==> config.mk <==
export PLATFORM = sky130hd
export DESIGN_NAME = pipe_ctrl
export DESIGN_NICKNAME = d
export VERILOG_FILES = /design/src/rtl/pipe_ctrl_pkg.sv /design/src/rtl/ctrl_sat_cnt.sv /design/src/rtl/pipe_ctrl.sv
export SDC_FILE = /design/constraint.sdc
export NUM_CORES = 1
export LEC_CHECK = 0
export CAP_MARGIN = 5
export CORE_MARGIN = 3
export CORE_UTILIZATION = 55
export CTS_BUF_LIST = sky130_fd_sc_hd__clkbuf_8
export DETAILED_ROUTE_END_ITERATION = 8
export HOLD_SLACK_MARGIN = 0.05
export PLACE_DENSITY = 0.9
export SYNTH_ARGS = -nofsm -noshare
export SYNTH_HDL_FRONTEND = slang
export SYNTH_SLANG_ARGS = --single-unit
==> constraint.sdc <==
create_clock -name clk -period 5.8 [get_ports clk]
set_input_delay 0.58 -clock clk [delete_from_list [all_inputs] [get_ports clk]]
set_output_delay 0.58 -clock clk [all_outputs]
set_load 0.005 [all_outputs]
==> src/rtl/pipe_ctrl_pkg.sv <==
// rtl/pipe_ctrl_pkg.sv - shared types and constants for the pipeline control unit
package pipe_ctrl_pkg;

  typedef enum logic [1:0] {
    ST_IDLE  = 2'd0,
    ST_FLUSH = 2'd1,
    ST_PEND  = 2'd2,
    ST_HOLD  = 2'd3
  } ctrl_state_e;

  localparam int          CTRL_FLUSH_W         = 4;
  localparam int          CTRL_HOLD_W          = 8;
  localparam logic [31:0] CTRL_ADDR_ALIGN_MASK = 32'hFFFF_FFFC;

  function automatic logic [31:0] align_addr(input logic [31:0] addr);
    return addr & CTRL_ADDR_ALIGN_MASK;
  endfunction

endpackage

==> src/rtl/ctrl_sat_cnt.sv <==
// rtl/ctrl_sat_cnt.sv - saturating up-counter with clear
// A clear that coincides with an increment restarts the count at 1.
module ctrl_sat_cnt #(
  parameter int               WIDTH = 8,
  parameter logic [WIDTH-1:0] MAX   = '1
) (
  input  logic             clk,
  input  logic             rst_n,
  input  logic             clr_i,
  input  logic             inc_i,
  output logic [WIDTH-1:0] cnt_o
);

  logic [WIDTH-1:0] r_cnt;

  always_ff @(posedge clk or negedge rst_n) begin
    if (!rst_n) begin
      r_cnt <= '0;
    end else if (clr_i) begin
      r_cnt <= inc_i ? WIDTH'(1) : '0;
    end else if (inc_i && (r_cnt != MAX)) begin
      r_cnt <= r_cnt + 1'b1;
    end
  end

  assign cnt_o = r_cnt;

endmodule

==> src/rtl/pipe_ctrl.sv <==
// rtl/pipe_ctrl.sv - PC redirect, flush sequencing and hold control for fetch/decode
// Redirect and hold decisions are combinational; flags and counters are registered.
module pipe_ctrl
  import pipe_ctrl_pkg::*;
#(
  parameter int FLUSH_CYCLES = 2,
  parameter int HOLD_MAX     = 16
) (
  input  logic        clk,
  input  logic        rst_n,
  input  logic        jump_en_i,
  input  logic [31:0] jump_addr_i,
  input  logic        hold_flag_i,
  input  logic        ext_hold_i,
  output logic        pc_jump_en_o,
  output logic [31:0] pc_jump_addr_o,
  output logic        flush_o,
  output logic        hold_o,
  output logic        misalign_err_o,
  output logic        hold_timeout_o,
  output logic [15:0] redirect_cnt_o
);

  localparam logic [CTRL_FLUSH_W-1:0] FLUSH_INIT = CTRL_FLUSH_W'(FLUSH_CYCLES - 1);
  localparam logic [CTRL_HOLD_W-1:0]  HOLD_LIMIT = CTRL_HOLD_W'(HOLD_MAX);
  localparam logic [CTRL_HOLD_W-1:0]  HOLD_LAST  = CTRL_HOLD_W'(HOLD_MAX - 1);

  ctrl_state_e             r_state;
  logic [CTRL_FLUSH_W-1:0] r_flush_cnt;
  logic [31:0]             r_pend_addr;
  logic                    r_misalign;
  logic                    r_hold_timeout;

  logic                    w_hold_req;
  logic                    w_accept;
  logic [31:0]             w_target;
  logic                    w_hold;
  logic                    w_flush;
  logic                    w_hold_inc;
  logic                    w_hold_clr;
  logic                    w_hold_hit;
  logic [CTRL_HOLD_W-1:0]  w_hold_cnt;
  logic [15:0]             w_redirect_cnt;

  always_comb begin
    w_hold_req = hold_flag_i | ext_hold_i;
    w_accept   = 1'b0;
    w_target   = jump_addr_i;
    w_hold     = 1'b0;
    w_flush    = 1'b0;
    w_hold_inc = 1'b0;
    w_hold_clr = 1'b0;
    case (r_state)
      ST_IDLE: begin
        if (jump_en_i) begin
          if (ext_hold_i) w_hold = 1'b1;
          else            w_accept = 1'b1;
        end else if (w_hold_req) begin
          w_hold     = 1'b1;
          w_hold_inc = 1'b1;
        end
      end
      ST_PEND: begin
        w_target = r_pend_addr;
        if (ext_hold_i) w_hold = 1'b1;
        else            w_accept = 1'b1;
      end
      ST_HOLD: begin
        if (w_hold_req) begin
          w_hold     = 1'b1;
          w_hold_inc = 1'b1;
        end else begin
          // Release cycle behaves as IDLE; ext_hold_i is known low here.
          w_hold_clr = 1'b1;
          w_accept   = jump_en_i;
        end
      end
      ST_FLUSH: begin
        w_flush = 1'b1;
        w_hold  = ext_hold_i;
      end
      default: ;
    endcase
    if (w_accept) w_flush = 1'b1;
  end

  assign w_hold_hit = w_hold_inc && (w_hold_cnt == HOLD_LAST);

  always_ff @(posedge clk or negedge rst_n) begin
    if (!rst_n) begin
      r_state        <= ST_IDLE;
      r_flush_cnt    <= '0;
      r_pend_addr    <= '0;
      r_misalign     <= 1'b0;
      r_hold_timeout <= 1'b0;
    end else begin
      if (w_accept && (w_target[1:0] != 2'b00)) r_misalign <= 1'b1;
      if (w_hold_hit) r_hold_timeout <= 1'b1;
      if (w_accept) begin
        r_flush_cnt <= FLUSH_INIT;
        r_state     <= (FLUSH_CYCLES == 1) ? ST_IDLE : ST_FLUSH;
      end else begin
        case (r_state)
          ST_IDLE: begin
            if (jump_en_i) begin
              r_pend_addr <= jump_addr_i;
              r_state     <= ST_PEND;
            end else if (w_hold_req) begin
              r_state <= ST_HOLD;
            end
          end
          ST_PEND: ;
          ST_HOLD: begin
            if (!w_hold_req) r_state <= ST_IDLE;
          end
          ST_FLUSH: begin
            if (!ext_hold_i) begin
              if (r_flush_cnt <= CTRL_FLUSH_W'(1)) begin
                r_flush_cnt <= '0;
                r_state     <= ST_IDLE;
              end else begin
                r_flush_cnt <= r_flush_cnt - 1'b1;
              end
            end
          end
          default: r_state <= ST_IDLE;
        endcase
      end
    end
  end

  ctrl_sat_cnt #(
    .WIDTH (CTRL_HOLD_W),
    .MAX   (HOLD_LIMIT)
  ) u_hold_cnt (
    .clk   (clk),
    .rst_n (rst_n),
    .clr_i (w_hold_clr),
    .inc_i (w_hold_inc),
    .cnt_o (w_hold_cnt)
  );

  ctrl_sat_cnt #(
    .WIDTH (16),
    .MAX   (16'hFFFF)
  ) u_redirect_cnt (
    .clk   (clk),
    .rst_n (rst_n),
    .clr_i (1'b0),
    .inc_i (w_accept),
    .cnt_o (w_redirect_cnt)
  );

  assign pc_jump_en_o   = rst_n & w_accept;
  assign pc_jump_addr_o = (rst_n && w_accept) ? align_addr(w_target) : 32'h0;
  assign flush_o        = rst_n & w_flush;
  assign hold_o         = rst_n & w_hold;
  assign misalign_err_o = rst_n & r_misalign;
  assign hold_timeout_o = rst_n & r_hold_timeout;
  assign redirect_cnt_o = rst_n ? w_redirect_cnt : 16'h0;

endmodule

# Yosys cells after proc, flatten, opt, wreduce, memory -nomap -nowiden

Cells that the tools add are included.

Add/subtract/negate cells: 3
$lt $le $gt $ge: 1
Equality and inequality tests: 11
Multiplexer cells: 31
Bitwise gates (word level): 7
Reduce and logical (&&, ||, !) cells: 13

Operators with widths:

| operator                | number |
|---|---|
| $mux W32                | 2 |
| $add A16 B1 Y16 const B | 1 |
| $mux W16                | 1 |
| $mux W4                 | 4 |
| $mux W8                 | 2 |
| $ne A16 B16 Y1 const B  | 1 |
| $mux W1                 | 12 |
| $mux W2                 | 6 |
| $ne A3 B2 Y1 const B    | 3 |
| $add A8 B1 Y8 const B   | 1 |
| $eq A8 B4 Y1 const B    | 1 |
| $ne A8 B5 Y1 const B    | 1 |
| $pmux W2 S3             | 1 |
| $reduce_bool A2 Y1      | 3 |
| $and A1 B1 Y1           | 5 |
| $logic_and A1 B1 Y1     | 5 |
| $reduce_and A5 Y1       | 1 |
| $eq A2 B2 Y1 const B    | 2 |
| $le A4 B1 Y1 const B    | 1 |
| $ne A4 B3 Y1 const B    | 1 |
| $pmux W1 S4             | 1 |
| $reduce_bool A4 Y1      | 1 |
| $sub A4 B1 Y4 const B   | 1 |
| $pmux W1 S3             | 1 |
| 8 further kinds         | 8 |

Register bits: 64
Bits of input ports: 37
Output and inout port bits: 53
Word-level logic and storage cells: 73

# Longest topological paths before layout

Gate-level depths: netlist (run 1).

Word-level depth: 7
Mapped depth: 8
Mapped depth without buffers: 7

# Cells and area by module

Synthesis (run 1) repeated with hierarchy kept, for this count alone.

Cell total of the unflattened synthesis: 387
Area total of the unflattened synthesis: 3881.2 um^2

Modules (own cells, without submodules):

| module                        | times used | cells each | area an instance (um^2) | sequential area each (um^2) |
|---|---|---|---|---|
| pipe_ctrl                     | 1          | 237        | 2466.1                  | 1001.0 |
| ctrl_sat_cnt (u_redirect_cnt) | 1          | 102        | 959.7                   | 400.4 |
| ctrl_sat_cnt (u_hold_cnt)     | 1          | 48         | 455.4                   | 200.2 |

# Worst setup path after synthesis (run 1)

OpenSTA, ideal clock, no wires.

Path type: register -> output
Start: reg r_state[0]
End: out pc_jump_addr_o[10]
Arrival: 1.689 ns
Required time: 5.220 ns
Setup slack: 3.531 ns
Stages on the path, launching flop included: 9
Path buffers: 2
Cell sequence: dfrtp_1 inv_1 ha_1 buf_2 nor2_1 a211oi_4 nand2_1 clkbuf_1 nor2_1

Cells in the longest elaborated chain, start to end: 4
Elaborated cells between the ends (all ways): 7
Those cells by class: 2 x eq/ne; 3 x mux; 2 x reduce/logical

RTL lines:

| item                                             | RTL line         | source |
|---|---|---|
| start: declaration                               | pipe_ctrl.sv:28  | `ctrl_state_e r_state;` |
| start signal: assignment                         | pipe_ctrl.sv:101 | `r_state <= (FLUSH_CYCLES == 1) ? ST_IDLE : ST_FLUSH;` |
| $eq A2 B2 Y1 or $logic_not A2 Y1 (tied branches) | pipe_ctrl.sv:53  | `case (r_state)` |
| $pmux W1 S3                                      | pipe_ctrl.sv:53  |  |
| $logic_and A1 B1 Y1                              | pipe_ctrl.sv:155 | `assign pc_jump_addr_o = (rst_n && w_accept) ? align_addr(w_target) : 32'h0;` |
| $mux W32 (*)                                     | pipe_ctrl.sv:155 |  |
| end: declaration                                 | pipe_ctrl.sv:16  | `output logic [31:0] pc_jump_addr_o,` |

Mark *: on every way between the ends. The rest lies on a longest branch, timed or not.

# Final worst setup path (run 1)

Start: reg r_state[0]
End: out pc_jump_addr_o[6]

Same word-level chain as after synthesis.

==> impl_metrics.yaml, run 1 <==
outcome:
  status: "finished clean"
global_route:
  antenna_found_initial: 0
  overflow: 0
  grt_pass1_wl_mm: 13.1
  grt_pass1_vias: 2736
  grt_max_degree: 85
  grtUsageTotal: 0.222
place:
  io_buffers: 87
  gp_routability_congestion: 0.836
  hpwl_mm: 5.61
  pre_cts_slack_ns: 1.82
power_and_ir_drop:
  ir_drop_v: 0.000235
  leakage_nw: 2.06
  power_density_nw_per_um2: 411
final_layout:
  drive_gt1_frac: 0.144
  fillerInstances: 414
  multi_input_area_um2: 1890
  fin_nets: 472
  area_growth_pct: 31.1
  n_antenna_cell: 0
  layout.area.seq_um2: 1600
routing:
  avgViaCountPerCell: 5.55
  drcViolationCount: 0
  first_pass_iters: 5
  postRouteWirelength_mm: 7.92
  drtAntennaViolNets: 0
  via_count: 2809
  post_drt_wl_per_cell_um: 15.7
  drt_iter0_drc: 101
critical_path:
  crit_type: "reg -> out"
  path_buf_inv: 3
  arrival_ns: 3.73
  crit_top_cell: "nor2_1"
  slowest_stage: "nand2_1"
  cp_cell_sequence: "inv_1 > ha_2 > buf_4 > nor2_1 > a211oi_4 > nand2_1 > nor2_1 > clkdlybuf4s50_1"
  end_kind: "primary output"
  worst_setup_path_start_kind: "register"
  cp_top_family: "simple AND/OR/NAND/NOR gates"
  slowest_delay_ns: 0.69
  crit_fanout: 34
  required_ns: 5.22
timing:
  drv_slew: 0
  tightest_slew_ns: 1.02
  period_needed_ns: 4.31
  fin_crit_sh: 0.742
  finalWorstSetupSlack_ns: 1.49
  tns_ns: 0
  setup_viol: 0
  slew_headroom: 0.321
  clock.fmax_mhz: 232
  rsz0062_at_grt: "no"
  skew_ns: 0.00870
  hold_violations: 0
  finalHoldWorstSlack_ns: 0.454
synthesis:
  ys_dominant_reg_cell: "dfrtp_1"
  yosysUniqueCellTypes: 47
  synth_area_um2: 3620
  ys_warn_count: 0
  synth_top_area_share: 0.442
  syn_inst: 343
  synthTopCellsByArea: "dfrtp_1 (44%), mux2_2 (11%), mux2i_1 (8.8%)"
  async_flop_share: 1.00
  synth_seq_cells: 64
  yosysTopAreaCell: "dfrtp_1"
  synth_edf_count: 0
  avgSynthCellArea_um2: 10.6
  yosysSeqAreaShare: 0.442
floorplan:
  row_count: 28
  die_area_um2: 7600
  die_h_um: 87.2
  die_w_um: 87.2
  start_util: 0.591
  ios: 90
  core_area_um2: 6130
clocking:
  clkTransAtPathRegs_ns: 0.07
  cts_num_sinks: 64
  cts_htree_levels: 3
  cts_root_buf: "clkbuf_8"
  post_cts_buffers: 0
  cts_hold_buf: 0
  clk_latency_ns: 0.34
  cts_buffers: 9
  post_cts_resize_count: 0
  clockBufferDepth: 2
  tritoncts: "yes"
hold_path:
  worst_hold_path_type: "reg -> reg"
flow_run:
  cap_viol_max_count: 0
[Yosys cell counts, types with 5 or more instances]
library cell / number
nand4_1: 11
nand2_1: 11
xor2_1: 9
xnor2_1: 12
inv_1: 11
nor3_1: 6
a21oi_1: 8
nand3_1: 8
clkbuf_1: 7
o21ai_0: 5
ha_1: 9
dfrtp_1: 64
and2_1: 19
buf_2: 7
mux2i_1: 32
nor2_1: 49
mux2_2: 34
[cell usage in the layout, fill, tap and decap left out, types with 9 or more instances in the layout]
cell | netlist | final
nand4_1 | 11 | 11
nand2_1 | 11 | 11
nor2_1 | 49 | 49
clkdlybuf4s50_1 | 0 | 86
xor2_1 | 9 | 9
inv_1 | 11 | 12
mux2i_1 | 32 | 32
dfrtp_1 | 64 | 64
mux2_2 | 34 | 34
xnor2_1 | 12 | 12
clkbuf_8 | 0 | 11
and2_1 | 19 | 19
[report_power, final]
part / total [mW] / switching (mW) / internal (mW)
logic: 0.799 / 0.377 / 0.422
clock network: 0.433 / 0.168 / 0.265
registers: 0.721 / 0.115 / 0.606
total: 1.95 / 0.660 / 1.29
[registers in the layout, indices dropped and copies added (netlist names)]
name / flops
u_redirect_cnt.cnt_o: 16
r_flush_cnt: 4
r_state: 2
r_pend_addr: 32
r_hold_timeout: 1
r_misalign: 1
u_hold_cnt.cnt_o: 8
[final timing paths]
path	start	endpoint	slack, ns	cells past startpoint
worst min-delay path	r_misalign	r_misalign	0.45	1
worst max-delay path	r_state[0]	pc_jump_addr_o[6]	1.49	8
min in group asynchronous	rst_n	u_hold_cnt.cnt_o[6]	0.50	2
worst min register to register	r_misalign	r_misalign	0.45	1
max in group asynchronous	rst_n	u_redirect_cnt.cnt_o[2]	4.73	2
worst max register to register	r_state[0]	u_redirect_cnt.cnt_o[1]	3.17	7
[kinds of logic (layout without fill, tap and decap cells)]
| group | Yosys count | after routing | synth area share |
|---|---|---|---|
| muxes | 66 | 66 | 0.194 |
| xor gates and xnor gates | 21 | 21 | 0.0508 |
| other | 1 | 2 | 0.00104 |
| buffers and inverters | 30 | 117 | 0.0377 |
| and+or+nand+nor | 124 | 124 | 0.183 |
| DFF | 64 | 64 | 0.442 |
| adders and majority gates | 9 | 9 | 0.0311 |
| AOI/OAI and AO/OA | 28 | 28 | 0.0605 |
[stage by stage]
| stage | cells | util | power [mW] | cell area [um^2] |
|---|---|---|---|---|
| floorplan | 344 | - | 1.28 | 3630 |
| global placement | 490 | 0.737 | 1.48 | 4520 |
| detailed placement | 490 | 0.737 | 1.52 | 4520 |
| CTS | 506 | 0.774 | 1.96 | 4750 |
| global route | 506 | 0.774 | 2.08 | 4750 |
| finish | 506 | 0.774 | 1.95 | 4750 |
[layer usage]
metal / share of wire / vias to the layer above / routed length [um] / global-route usage
met4: 0.013 / 0 / 104 / 0.0837
met3: 0.068 / 12 / 542 / 0.0426
li1: - / 1348 / - / -
met5: 0 / - / 0 / 0
met2: 0.48 / 94 / 3800 / 0.360
met1: 0.44 / 1355 / 3480 / 0.296
[layout make-up]
class	count	share of cell area
multi-input combinational	250	0.398
sequential	64	0.337
timing repair buffer	90	0.187
clock buffer	11	0.0319
tap	75	0.0198
clock inverter	5	0.0169
inverter	11	0.00870
Note: power is estimated with default switching activity, not from simulation.
==> inputs of run 2 (changes only) <==
- CORE_UTILIZATION: 55 -> 51
- PLACE_DENSITY: 0.9 -> 0.84
- clock period: 5.8 -> 4.1 ns (I/O delays scaled with it)
==> run 2 against run 1 <==
  * Die area increased by 7.3%
  * Register-to-register slack worse by 1.3 ns
  * Setup slack got worse by 1.1 ns
  * Worst hold slack lost 0.32 ns
  * Global-route usage shrank 2.0 points
  * Wire length down 0.64%
  * Combinational power increased by 41%
  * Cell count rose by 4.3%
  * Flip-flop and latch count unchanged
  * Clock power grew 26%
  * Core utilization is 7.9 points lower
  * Critical path type unchanged
  * Critical endpoint is now pc_jump_addr_o[29]
==> impl_metrics.yaml, run 2 (same netlist as run 1, synthesis figures left out) <==
floorplan:
  row_count: 30
  die_h_um: 90.3
  die_area_um2: 8150
  core_area_um2: 6830
  die_w_um: 90.3
  ios: 90
  start_util: 0.530
global_route:
  grt_max_degree: 44
  antenna_found_initial: 0
  grtUsageTotal: 0.201
  grt_pass1_wl_mm: 13.4
  overflow: 0
  grt_pass1_vias: 2770
critical_path:
  rr_worst_depth: 6
  crit_type: "reg -> out"
  end_kind: "primary output"
  crit_fanout: 31
  regToRegSetupSlack_ns: 1.83
  worst_setup_path_start_kind: "register"
  reg2reg_from: "r_state[0]"
  r2r_end: "u_redirect_cnt.cnt_o[15]"
  crit_start: "r_state[0]"
  arrival_ns: 3.33
  required_ns: 3.69
clocking:
  post_cts_resize_count: 0
  post_cts_buffers: 0
  tritoncts: "yes"
  clockBufferDepth: 2
  cts_htree_levels: 3
  cts_num_sinks: 64
  cts_hold_buf: 0
  cts_buffers: 9
  clkTransAtPathRegs_ns: 0.07
  clk_latency_ns: 0.34
  cts_root_buf: "clkbuf_8"
routing:
  postRouteWirelength_mm: 7.87
  drtAntennaViolNets: 0
  first_pass_iters: 4
  post_drt_wl_per_cell_um: 14.9
  avgViaCountPerCell: 5.25
  drcViolationCount: 0
  via_count: 2772
  drt_iter0_drc: 93
outcome:
  status: "finished clean"
place:
  io_buffers: 87
  dpl.cell_count: 512
  gp_routability_congestion: 0.800
  hpwl_mm: 5.43
power_and_ir_drop:
  power_mw: 2.68
  power_density_nw_per_um2: 565
  ir_drop_v: 0.000369
  leakage_nw: 2.06
timing:
  skew_ns: 0.00934
  rsz0062_at_grt: "no"
  finalHoldWorstSlack_ns: 0.132
  setup_viol: 0
  hold_violations: 0
  tns_ns: 0
  drv_slew: 0
  period_needed_ns: 3.74
  tightest_slew_ns: 1.01
  fin_crit_sh: 0.911
  clock.fmax_mhz: 268
  slew_headroom: 0.326
final_layout:
  largest_reg_flops: 32
  layout_common_cells: "clkdlybuf4s50_1 (86), dfrtp_1 (64), nor2_1 (49)"
  area_growth_pct: 31.1
  final_common_cell: "clkdlybuf4s50_1"
  fin_nets: 473
  layout.cells.non_filler: 528
  n_antenna_cell: 0
  drive_gt1_frac: 0.141
  fillerInstances: 531
  regMostFlops: "r_pend_addr"
flow_run:
  cap_viol_max_count: 0
hold_path:
  worst_hold_path_type: "in -> async"
run 2: critical path, cell delays in order (launching register included):
cell             delay (ns)
dfrtp_1                0.46
ha_1                   0.37
nand2b_1               0.17
a211oi_4               0.43
nand2_1                0.69
nor2_1                 0.31
clkdlybuf4s50_1        0.55
run 2: stage by stage:
step,utilization,setup WS (ns),instance area [um^2]
after floorplan,-,2.00,3630
after global placement,0.666,0.600,4550
after detailed placement,0.666,0.522,4550
after CTS,0.695,0.352,4750
after global routing,0.695,0.0584,4750
final,0.695,0.363,4750
run 2: power breakdown:
part	internal, mW	switching [mW]
Sequential	0.858	0.158
Combinational	0.599	0.526
Clock	0.308	0.236
Total	1.76	0.920
run 2: metal layers:
| metal | vias up | GRT usage | wire length (um) |
|---|---|---|---|
| met2 | 70 | 0.337 | 3760 |
| met3 | 10 | 0.0358 | 365 |
| met4 | 0 | 0.0727 | 111 |
| li1 | 1346 | - | - |
| met1 | 1346 | 0.263 | 3630 |
| met5 | - | 0 | 0 |
run 2: worst max path at each step:
stage,endpoint,slack [ns]
floorplan,pc_jump_addr_o[10],2.00
global placement,pc_jump_addr_o[4],0.60
detailed placement,pc_jump_addr_o[4],0.52
CTS,pc_jump_addr_o[4],0.35
global route,pc_jump_addr_o[21],0.06
finish,pc_jump_addr_o[29],0.36
run 2: layout make-up:
type / instances / area [um^2] / share of cell area
clock buffers: 11 / 151 / 0.0319
clock inverters: 5 / 48.8 / 0.0103
inverters: 11 / 41.3 / 0.00869
multi-input cells: 250 / 1890 / 0.398
flip-flops and latches: 64 / 1600 / 0.337
well taps: 96 / 120 / 0.0253
repair buffers: 91 / 896 / 0.189
==> inputs of run 3 (changes only) <==
- GPL_ROUTABILITY_DRIVEN: default -> 0
==> results of run 3 <==
Final layout, timing and power as in run 2 (identical DEF).
